==> src/rtl/neuron_mac_seq_pkg.sv <==
// neuron_pkg: shared FSM states and width helpers for the sequential MAC neuron.
package neuron_pkg;
  typedef enum logic [1:0] {ST_IDLE, ST_ACCUM, ST_OUT} state_t;
  function automatic int clog2(input int v);
    int r;
    r = 0;
    while ((1 << r) < v) r++;
    return r;
  endfunction
  // Sign bit plus growth for N terms; keeps the full range of N extreme weights (and a bias).
  function automatic int acc_width(input int n, input int w);
    return w + clog2(n) + 1;
  endfunction
endpackage

==> src/rtl/neuron_mac_seq_if.sv <==
// neuron_mac_seq_if: input/output handshakes of the MAC neuron; bias_i exists only with NEURON_MAC_BIAS_EN.
interface neuron_mac_seq_if #(parameter int N_INPUTS = 4, parameter int W_WIDTH = 8, parameter int OUT_W = 10);
  logic in_valid_i;
  logic in_ready_o;
  logic [N_INPUTS-1:0] x_i;
  logic [N_INPUTS*W_WIDTH-1:0] w_i;
  logic out_valid_o;
  logic out_ready_i;
  logic [OUT_W-1:0] neuron_o;
  logic sat_o;
  logic [N_INPUTS*W_WIDTH-1:0] weights_o;
`ifdef NEURON_MAC_BIAS_EN
  logic signed [W_WIDTH-1:0] bias_i;
  modport slave (input in_valid_i, x_i, w_i, out_ready_i, bias_i,
                 output in_ready_o, out_valid_o, neuron_o, sat_o, weights_o);
  modport master (output in_valid_i, x_i, w_i, out_ready_i, bias_i,
                  input in_ready_o, out_valid_o, neuron_o, sat_o, weights_o);
`else
  modport slave (input in_valid_i, x_i, w_i, out_ready_i,
                 output in_ready_o, out_valid_o, neuron_o, sat_o, weights_o);
  modport master (output in_valid_i, x_i, w_i, out_ready_i,
                  input in_ready_o, out_valid_o, neuron_o, sat_o, weights_o);
`endif
endinterface

==> src/rtl/neuron_relu_sat.sv <==
// neuron_relu_sat: ReLU with upper saturation from a signed accumulator to an unsigned output.
module neuron_relu_sat #(parameter int ACC_W = 11, parameter int OUT_W = 10) (
  input  logic signed [ACC_W-1:0] acc_i,
  output logic [OUT_W-1:0] value_o,
  output logic sat_o
);
  localparam int EW = (ACC_W > OUT_W ? ACC_W : OUT_W) + 1;
  logic signed [EW-1:0] a, lim;
  always_comb begin
    a = EW'(acc_i);
    lim = EW'({1'b0, {OUT_W{1'b1}}});
    sat_o = a > lim;
    value_o = (a <= 0) ? '0 : sat_o ? '1 : a[OUT_W-1:0];
  end
endmodule

==> src/rtl/neuron_mac_seq.sv <==
// neuron_mac_seq: sequential N-input neuron, one weight term per cycle, then ReLU/saturation.
// Optional NEURON_MAC_BIAS_EN adds a signed bias that seeds the accumulator.
module neuron_mac_seq
  import neuron_pkg::*;
#(parameter int N_INPUTS = 4, parameter int W_WIDTH = 8, parameter int OUT_W = 10) (
  input logic clk_i,
  input logic rst_i,
  input logic en_i,
  neuron_mac_seq_if.slave io
);
  localparam int ACC_W = acc_width(N_INPUTS, W_WIDTH);
  localparam int IW = clog2(N_INPUTS);
  state_t state;
  logic signed [ACC_W-1:0] acc, sum, init;
  logic [IW-1:0] idx;
  logic [N_INPUTS-1:0] x_q;
  logic signed [W_WIDTH-1:0] wk;
  logic [OUT_W-1:0] act;
  logic act_sat;
  // weights_o doubles as the captured weight store
  assign wk = io.weights_o[idx*W_WIDTH +: W_WIDTH];
  assign sum = acc + (x_q[idx] ? ACC_W'(wk) : '0);
`ifdef NEURON_MAC_BIAS_EN
  assign init = ACC_W'(io.bias_i);
`else
  assign init = '0;
`endif
  assign io.in_ready_o = rst_i & en_i & (state == ST_IDLE);
  neuron_relu_sat #(.ACC_W(ACC_W), .OUT_W(OUT_W)) u_relu (.acc_i(sum), .value_o(act), .sat_o(act_sat));
  always_ff @(posedge clk_i or negedge rst_i)
    if (!rst_i) begin
      state <= ST_IDLE;
      acc <= '0;
      idx <= '0;
      x_q <= '0;
      io.out_valid_o <= 1'b0;
      io.neuron_o <= '0;
      io.sat_o <= 1'b0;
      io.weights_o <= '0;
    end else if (en_i)
      case (state)
        ST_IDLE: if (io.in_valid_i) begin
          x_q <= io.x_i;
          io.weights_o <= io.w_i;
          acc <= init;
          idx <= '0;
          state <= ST_ACCUM;
        end
        ST_ACCUM: begin
          acc <= sum;
          idx <= idx + 1'b1;
          if (idx == IW'(N_INPUTS - 1)) begin
            io.neuron_o <= act;
            io.sat_o <= act_sat;
            io.out_valid_o <= 1'b1;
            state <= ST_OUT;
          end
        end
        ST_OUT: if (io.out_ready_i) begin
          io.out_valid_o <= 1'b0;
          state <= ST_IDLE;
        end
        default: state <= ST_IDLE;
      endcase
endmodule

==> src/flat_wrapper.sv <==
// flat-port wrapper written by rule: the top's interface ports become plain ports
module neuron_mac_seq_flat import neuron_pkg::*;
#(parameter int N_INPUTS = 4, parameter int W_WIDTH = 8, parameter int OUT_W = 10)
  (clk_i, rst_i, en_i, io_in_valid_i, io_x_i, io_w_i, io_out_ready_i, io_in_ready_o, io_out_valid_o, io_neuron_o, io_sat_o, io_weights_o);
  neuron_mac_seq_if #(.N_INPUTS(N_INPUTS), .W_WIDTH(W_WIDTH), .OUT_W(OUT_W)) io_i ();
  input logic clk_i;
  input logic rst_i;
  input logic en_i;
  input wire logic [$bits(io_i.in_valid_i)-1:0] io_in_valid_i;
  input wire logic [$bits(io_i.x_i)-1:0] io_x_i;
  input wire logic [$bits(io_i.w_i)-1:0] io_w_i;
  input wire logic [$bits(io_i.out_ready_i)-1:0] io_out_ready_i;
  output wire logic [$bits(io_i.in_ready_o)-1:0] io_in_ready_o;
  output wire logic [$bits(io_i.out_valid_o)-1:0] io_out_valid_o;
  output wire logic [$bits(io_i.neuron_o)-1:0] io_neuron_o;
  output wire logic [$bits(io_i.sat_o)-1:0] io_sat_o;
  output wire logic [$bits(io_i.weights_o)-1:0] io_weights_o;
  assign io_i.in_valid_i = io_in_valid_i;
  assign io_i.x_i = io_x_i;
  assign io_i.w_i = io_w_i;
  assign io_i.out_ready_i = io_out_ready_i;
  assign io_in_ready_o = io_i.in_ready_o;
  assign io_out_valid_o = io_i.out_valid_o;
  assign io_neuron_o = io_i.neuron_o;
  assign io_sat_o = io_i.sat_o;
  assign io_weights_o = io_i.weights_o;
  neuron_mac_seq #(.N_INPUTS(N_INPUTS), .W_WIDTH(W_WIDTH), .OUT_W(OUT_W)) u_core (.clk_i(clk_i), .rst_i(rst_i), .en_i(en_i), .io(io_i));
endmodule
==> config.mk <==
export PLATFORM = sky130hd
export DESIGN_NAME = neuron_mac_seq_flat
export DESIGN_NICKNAME = d
export VERILOG_FILES = /design/src/rtl/neuron_mac_seq_pkg.sv /design/src/rtl/neuron_mac_seq_if.sv /design/src/rtl/neuron_relu_sat.sv /design/src/rtl/neuron_mac_seq.sv /design/src/flat_wrapper.sv
export SDC_FILE = /design/constraint.sdc
export NUM_CORES = 1
export LEC_CHECK = 0
export CORE_MARGIN = 1.5
export CORE_UTILIZATION = 47
export DETAILED_ROUTE_END_ITERATION = 10
export GPL_TIMING_DRIVEN = 0
export MAX_ROUTING_LAYER = met4
export PLACE_DENSITY_LB_ADDON = 0.3
export SLEW_MARGIN = 20
export SYNTH_ARGS = -nofsm -noshare
export SYNTH_HDL_FRONTEND = slang
export SYNTH_SLANG_ARGS = --single-unit
==> constraint.sdc <==
create_clock -name clk_i -period 4.27 [get_ports clk_i]
set_input_delay 0.854 -clock clk_i [delete_from_list [all_inputs] [get_ports clk_i]]
set_output_delay 0.854 -clock clk_i [all_outputs]
set_load 0.02 [all_outputs]
# [Word level (Yosys, flattened, before mapping)]
# Cells that the tools add are included.
[classes] add_sub_neg=2 order_cmp=3 n_eq_ne=6 shifts=1 muxes=16 n_bitwise=2 reduce_logical=8
[op_table] op="variable part select 32 x 6 -> 8 bit" n=1
[op_table] op="two-way mux 11 bit" n=2
[op_table] op="case mux 11 bit (2 select lines)" n=1
[op_table] op="two-way mux 10 bit" n=2
[op_table] op="adder 11 bit" n=1
[op_table] op="greater-than comparator 11 bit (second input constant)" n=1
[op_table] op="<= comparator 11 x 1 -> 1 bit (second input constant)" n=1
[op_table] op="AND reduction 3 bit" n=3
[op_table] op="two-way mux 2 bit" n=4
[op_table] op="AND reduction 4 bit" n=2
[op_table] op="case mux 2 bit (3 select lines)" n=1
[op_table] op="== test 2 bit (second input constant)" n=2
[op_table] op="!= test 2 bit (second input constant)" n=2
[op_table] op="case mux 2 bit (2 select lines)" n=1
[op_table] op="nonzero test 2 bit" n=2
[op_table] op="< comparator 2 x 3 -> 1 bit (second input constant)" n=1
[op_table] op="two-way mux 1 bit" n=3
[op_table] op="adder 2 x 1 -> 2 bit (second input constant)" n=1
[op_table] op="bitwise AND 1 bit" n=2
[op_table] op="binary-select mux 1 bit (select 2 bit)" n=1
[op_table] op="== test 2 x 1 -> 1 bit (second input constant)" n=1
[op_table] op="zero test 2 bit" n=1
[op_table] op="!= test 2 x 1 -> 1 bit (second input constant)" n=1
[op_table] op="case mux 1 bit (2 select lines)" n=1
[totals] ff_bits=63 in_bits=41 word_cells=46

# [Longest topological paths before layout]
# Gate-level depths: netlist (run 1).
[depth] ltp_word=7 mapped_depth=13 depth_no_buf=12

# [Hierarchy]
# From an unflattened synthesis (run 1), not the netlist that was laid out.
[hier_totals] hier_cells=240 hier_area_um2=3161.8
[modules_own_cells] module="neuron_mac_seq" n_inst=1 cells_each=228 area_each_um2=3088.0 seq_area_each_um2=1576.5
[modules_own_cells] module="neuron_relu_sat" n_inst=1 cells_each=12 area_each_um2=73.8 seq_area_each_um2=0.0

# [Worst setup path before layout (run 1)]
# Ideal clock, no wire load.
[synth_path] kind="register to register" from="register u_core.idx[0]" to="register u_core.io.neuron_o[8]" setup_ns=0.121 arrival_time_ns=2.760 path_slack_ns=1.389 path_stages_with_launch=13 n_path_buf=1 path_cell_list="dfrtp_1 > buf_2 > mux4_2 > and2_1 > ha_1 > inv_1 > fa_1 > nor2b_1 > o31a_1 > or2_1 > a31oi_1 > xnor2_1 > a22o_1"
[synth_between] elab_chain_len=7 elab_cells_between_ends=11 cone_classes="add/sub (1); order compare (2); eq/ne (1); shift (1); mux (5); reduce/logical (1)"
[synth_rtl] element="start: declaration" line_no="neuron_mac_seq.sv:15" rtl="logic [IW-1:0] idx;"
[synth_rtl] element="start signal: assignment" line_no="neuron_mac_seq.sv:51" rtl="idx <= idx + 1'b1;"
[synth_rtl] element="branches (longest 7 deep; another with adder 11 bit)"
[synth_rtl] element="end signal: assignment" line_no="neuron_mac_seq.sv:53" rtl="io.neuron_o <= act;"
[synth_rtl] element="end: declaration" line_no="neuron_mac_seq_if.sv:20" rtl="output in_ready_o, out_valid_o, neuron_o, sat_o, weights_o);"
# Parallel ways; which one is timed is not known. The select of a mux whose other input is x is not followed.
# A chain may end at the register's enable or synchronous reset.

# [Worst setup path after layout (run 1)]
[layout_path] from="input en_i" to="output io_in_ready_o"
[layout_between] elab_chain_len=2
[layout_rtl] element="start: declaration" line_no="flat_wrapper.sv:8" rtl="input logic en_i;"
[layout_rtl] element="bitwise AND 1 bit (2 in a row)" line_no="neuron_mac_seq.sv:28" rtl="assign io.in_ready_o = rst_i & en_i & (state == ST_IDLE);"
[layout_rtl] element="end: declaration" line_no="flat_wrapper.sv:13" rtl="output wire logic [$bits(io_i.in_ready_o)-1:0] io_in_ready_o;"
# No other way between the ends.

==> flow_summary.yaml, run 1 <==
setup_path:
  cp_num_cells: 3
  critPathLaunchType: "input pin"
  critPathSlowestCell: "clkdlybuf4s50_1"
  critPathCapture: "io_in_ready_o"
  critPathBufInv: 2
  r2r-start: "u_core.idx[0]$_DFFE_PN0P_"
  r2r.worst_path.cells: 12
  worstSetupStartpoint: "en_i"
  crit_type: "input pin to output pin"
  crit_chain: "clkdlybuf4s50_1 -> nor4bb_1 -> clkdlybuf4s50_1"
  r2r_slack_ns: 1.05
  cp.arrival_ns: 2.40
  path_delay_family: "buffers and inverters"
  worst_ep_required_time_ns: 3.42
  crit_path_end_kind: "output pin"
  crit_fanout: 8
  reg2reg_to: "u_core.io.neuron_o[8]$_DFFE_PN0P_"
  max_stage_delay_ns: 0.65
  crit_path_frequent_cell: "clkdlybuf4s50_1"
logic_synthesis:
  ys_types: 43
  yosys_warnings: 0
  yosysSeqAreaShare_pct: 50.58
  synth_edf_count: 0
  syn_nets: 294
  synth_top_area_share_pct: 50.58
  ys_top_cells_by_area: "dfrtp_1 51%, mux2_2 12%, a22o_1 5.3%, mux4_2 5.1%, ha_1 4.4%"
  ys_seq_elements: 63
  async_flop_share_pct: 100.0
  syn_inst: 241
  avgSynthCellArea_sq_um: 12.93
  synth.largest_area_cell: "dfrtp_1"
  syn_area_sq_mm: 0.003117
  yosys_most_used_dff: "dfrtp_1"
global_route:
  grt_pass1_wl_mm: 11.78
  grt_max_degree: 47
  grt_use_total_pct: 21.79
  antenna_found_initial: 0
  grt_pass1_vias: 2442
  gr-total-overflow: 0
floorplan:
  initial_core_util_pct: 48.80
  core_sq_mm: 0.006386
  die_w_um: 84.44
  dieArea_sq_mm: 0.007129
  num_io_pins: 86
  die_h_um: 84.44
  rows: 29
final_layout:
  syn_to_final_growth_pct: 37.54
  fin_nets: 391
  drive_gt1_share_pct: 20.47
  fill_cells: 484
  multiInputGateArea_sq_mm: 0.001478
  ff_latch_area_sq_mm: 0.001577
  insertedDiodeCount: 0
clocking:
  root_buffer: "clkbuf_8"
  insertion_delay_ns: 0.34
  cts_made_buffers: 9
  post_cts_resized: 0
  post-cts-setup-buffers: 0
  cts_tree: "built"
  hold_buffers: 0
  clkTransAtPathRegs_ns: 0.07
  h-tree-depth: 3
  clk_path_buf_depth: 2
  clock_sinks: 63
detailed_routing:
  vias_per_cell: 5.496
  wl_per_cell_um: 16.32
  route.detailed.drc: 0
  drt-total-wl_mm: 6.839
  drt_pre_antenna_iters: 4
  wl_met2_mm: 3.237
  m1WireLength_mm: 3.144
  drtIter0Drc: 61
  vias: 2303
  postRouteAntennaNets: 0
  met3_length_um: 358
  top_layer: "met4"
run_status:
  outcome: "completed"
timing:
  fin_crit_ns: 3.258
  worst_pin_slew_ns: 0.7663
  relSlewSlack_pct: 48.64
  timing.final.crit_share_pct: 76.30
  skew_ns: 0.01044
  setup-violations-final: 0
  max_freq_ghz: 0.3069
  report.final.slew_viol_count: 0
  tns_ns: 0
  hold_violations: 0
  rsz0062_at_grt: "false"
power_and_ir_drop:
  power_density_mw_per_mm2: 818.7
  finalPower_mw: 3.510
  leakagePower_nw: 1.882
  peakVddDrop_mv: 0.4704
placement:
  gp_congestion: 0.8499
  io_buffers: 85
  dpl.hpwl_mm: 5.182
run:
  drv_cap: 0
min_path:
  hold_class: "input pin to async pin"
cells in the mapped netlist, types with 3 or more instances:
master / instances
a211oi_1: 3
a21o_1: 4
a21oi_1: 6
a22o_1: 19
a31oi_1: 3
and2_1: 7
buf_2: 5
clkbuf_1: 4
dfrtp_1: 63
ha_1: 11
inv_1: 4
mux2_1: 3
mux2_2: 34
mux4_2: 7
nand2_1: 10
nor2_1: 9
nor2b_1: 3
o21a_1: 3
o21ai_0: 10
xnor2_1: 6
final cells by class:
cell class	instances	area share (%)
clock buffers	12	3.619
flip-flops and latches	63	36.78
inverters	5	0.4378
repair buffers	86	20.43
multi-input cells	163	34.47
plain buffers	10	1.022
clock inverters	3	0.9924
well taps	77	2.248
cells by family (layout without fill, tap and decap cells):
family,after synthesis,in the layout,share of synthesized area (%)
compound gates,55,55,13.25
xor+xnor,6,6,1.686
fa+ha+maj,12,12,5.058
buf+inv,15,116,2.007
flops,63,63,50.58
mux,46,46,19.59
simple gates,44,44,7.829
placed cells by master, fill, tap and decap left out, types with 6 or more instances in the layout:
cell and instances:
xnor2_1 6, a22o_1 19, nand2_1 10, and2_1 7, mux4_2 7, clkdlybuf4s50_1 84, o21ai_0 10, mux2_2 34
nor2_1 9, a21oi_1 6, clkbuf_8 11, ha_1 11, dfrtp_1 63
metrics by stage:
| step | instances | hold slack [ns] | setup slack (ns) | util [%] | instance area, sq um |
|---|---|---|---|---|---|
| 5_1_grt | 419 | 0.3882 | 0.8132 | 67.12 | 4287 |
| 3_5_place_dp | 404 | 0.4699 | 1.007 | 64.03 | 4089 |
| 4_1_cts | 419 | 0.3824 | 1.003 | 67.12 | 4287 |
| 6_report | 419 | 0.3842 | 1.012 | 67.12 | 4287 |
| 2_1_floorplan | 241 | 0.4724 | 1.389 | - | 3117 |
| 3_3_place_gp | 403 | 0.4601 | -1.027 | 63.64 | 4064 |
power breakdown:
group	total (mW)	switching [mW]	leakage, nW	internal, mW
combinational	1.92	0.937	1.01	0.988
clock	0.522	0.224	0.0985	0.297
sequential	1.06	0.196	0.778	0.868
registers in the layout, summed over array words and instances (netlist names):
| signal | flops |
|---|---|
| u_core.idx | 2 |
| u_core.x_q | 4 |
| u_core.acc | 11 |
| u_core.io.out_valid_o | 1 |
| u_core.io.sat_o | 1 |
| u_core.io.weights_o | 32 |
| u_core.io.neuron_o | 10 |
| u_core.state | 2 |
worst min path at each step:
stage                                                 start                                  end  slack [ns]  depth (start not counted)
after floorplan                   u_core.acc[0]$_DFFE_PN0P_            u_core.acc[0]$_DFFE_PN0P_        0.47                          1
after global placement    u_core.io.neuron_o[1]$_DFFE_PN0P_    u_core.io.neuron_o[1]$_DFFE_PN0P_        0.46                          1
after detailed placement  u_core.io.neuron_o[1]$_DFFE_PN0P_    u_core.io.neuron_o[1]$_DFFE_PN0P_        0.47                          1
after CTS                                             rst_i          u_core.io.sat_o$_DFFE_PN0P_        0.38                          1
after global routing                                  rst_i          u_core.io.sat_o$_DFFE_PN0P_        0.39                          1
final                                                 rst_i  u_core.io.weights_o[13]$_DFFE_PN0P_        0.38                          1
layer usage:
layer  GRT usage (%)  vias to the layer above
met5               -                        -
met4           8.358                        0
met3           4.425                       10
met2           33.31                       64
met1           28.93                     1133
li1                -                     1096
No activity file was read; power rests on OpenSTA's default activity.
==> run 2, diff against run 1 <==
- CORE_UTILIZATION: 47 -> 43
- clock period: 4.27 -> 2.9 ns (I/O delays scaled with it)
==> flow_summary.yaml, run 2 (synthesized netlist as in run 1, its figures left out) <==
power_and_ir_drop:
  peakVddDrop_mv: 0.6732
  power_density_mw_per_mm2: 1240
  finalPower_mw: 5.643
  leakagePower_nw: 1.943
setup_path:
  r2r-start: "u_core.idx[0]$_DFFE_PN0P_"
  crit_path_end_kind: "register"
  r2r.worst_path.cells: 10
  r2r_slack_ns: 0.06
  crit_type: "register to register"
  cp.arrival_ns: 3.07
  reg2reg_to: "u_core.io.neuron_o[8]$_DFFE_PN0P_"
  worst_ep_required_time_ns: 3.13
  critPathLaunchType: "register"
  crit_fanout: 5
min_path:
  hold_class: "input pin to async pin"
clocking:
  insertion_delay_ns: 0.34
  hold_buffers: 0
  clk_path_buf_depth: 2
  root_buffer: "clkbuf_8"
  cts_tree: "built"
  clkTransAtPathRegs_ns: 0.08
  cts_made_buffers: 9
  clock_sinks: 63
  h-tree-depth: 3
floorplan:
  die_h_um: 88.14
  die_w_um: 88.14
  dieArea_sq_mm: 0.007768
  rows: 30
  core_sq_mm: 0.006907
  num_io_pins: 86
  initial_core_util_pct: 45.13
timing:
  setup-violations-final: 0
  relSlewSlack_pct: 41.86
  report.final.slew_viol_count: 0
  tns_ns: 0
  skew_ns: 0.007740
  whs_ns: 0.1049
  worst_pin_slew_ns: 0.8674
  max_freq_ghz: 0.3519
  fin_ws_ns: 0.05793
  timing.final.crit_share_pct: 98.00
  hold_violations: 0
  rsz0062_at_grt: "true"
  fin_crit_ns: 2.842
final_layout:
  top_register: "u_core.io.weights_o"
  insertedDiodeCount: 0
  layout_commonest_cell: "clkdlybuf4s50_1"
  largest_reg_flops: 32
  fin_nets: 403
  multiInputGateArea_sq_mm: 0.001610
  top_regs: "u_core.io.weights_o (32), u_core.acc (11), u_core.io.neuron_o (10)"
  final_util_pct: 65.91
  drive_gt1_share_pct: 28.73
  ff_latch_area_sq_mm: 0.001578
  most-common-layout-cells: "84 x clkdlybuf4s50_1, 62 x dfrtp_1, 34 x mux2_2"
  fill_cells: 538
  fin_cells: 451
  finish.instance_area_sq_mm: 0.004552
  syn_to_final_growth_pct: 46.05
placement:
  gp_congestion: 0.8738
  place_inst: 423
  io_buffers: 85
  placed_area_sq_mm: 0.004113
  place_ws_ns: -0.3189
  dpl.hpwl_mm: 5.267
detailed_routing:
  wl_per_cell_um: 17.20
  route.detailed.drc: 0
  vias_per_cell: 5.288
  drtIter0Drc: 82
  vias: 2385
  postRouteAntennaNets: 0
  drt_pre_antenna_iters: 4
  drt-total-wl_mm: 7.756
global_route:
  grt_max_degree: 48
  grt_pass1_wl_mm: 12.32
  gr-total-overflow: 0
  grt_use_total_pct: 21.70
  antenna_found_initial: 0
  grt_pass1_vias: 2497
run_status:
  outcome: "completed"
run:
  drv_cap: 0
## run 2: power breakdown
part / switching (mW) / leakage (nW) / internal (mW)
clock: 0.367 / 0.0891 / 0.401
combinational: 1.57 / 1.08 / 1.71
sequential: 0.317 / 0.777 / 1.28
## run 2: worst max-delay path by stage
stage / slack [ns] / end / cells after the start / start
floorplan: 0.02 / u_core.io.neuron_o[8]$_DFFE_PN0P_ / 12 / u_core.idx[0]$_DFFE_PN0P_
global placement: -1.85 / io_in_ready_o / 3 / rst_i
detailed placement: -0.32 / u_core.io.neuron_o[5]$_DFFE_PN0P_ / 12 / u_core.idx[0]$_DFFE_PN0P_
CTS: 0.01 / u_core.io.neuron_o[5]$_DFFE_PN0P_ / 12 / u_core.idx[0]$_DFFE_PN0P_
global route: -0.04 / u_core.io.neuron_o[8]$_DFFE_PN0P_ / 12 / u_core.idx[0]$_DFFE_PN0P_
finish: 0.06 / u_core.io.neuron_o[8]$_DFFE_PN0P_ / 10 / u_core.idx[0]$_DFFE_PN0P_
## run 2: per-layer routing
layer / up-vias / track usage [%] / share of wire (%)
met3: 11 / 4.995 / 5.3
met4: 0 / 6.392 / 1.2
met2: 88 / 35.67 / 50
met5: - / - / 0
li1: 1118 / - / -
met1: 1168 / 26.78 / 43
## run 2: critical path: stages, from the launching register on
cell and delay [ns]:
dfrtp_2 0.43, buf_8 0.13, buf_8 0.12, mux4_2 0.50, and2_1 0.18, ha_2 0.19
or3_4 0.42, or2_1 0.27, a31oi_2 0.19, xnor2_1 0.12, a22o_1 0.20
## run 2: area by class of cell
type / count / share of cell area [%]
inverter: 5 / 0.4123
clock buffer: 10 / 2.804
clock inverter: 6 / 1.539
tap: 96 / 2.639
sequential: 63 / 34.66
multi-input combinational: 164 / 35.38
buffer: 10 / 1.264
timing repair buffer: 97 / 21.30
## run 2: what timing repair did
action                     in CTS  in global routing
setup buffers                   5                  6
resized for setup              17                 15
setup endpoints to repair      15                 16
pin swaps                       4                  7
gates cloned                    1                  0
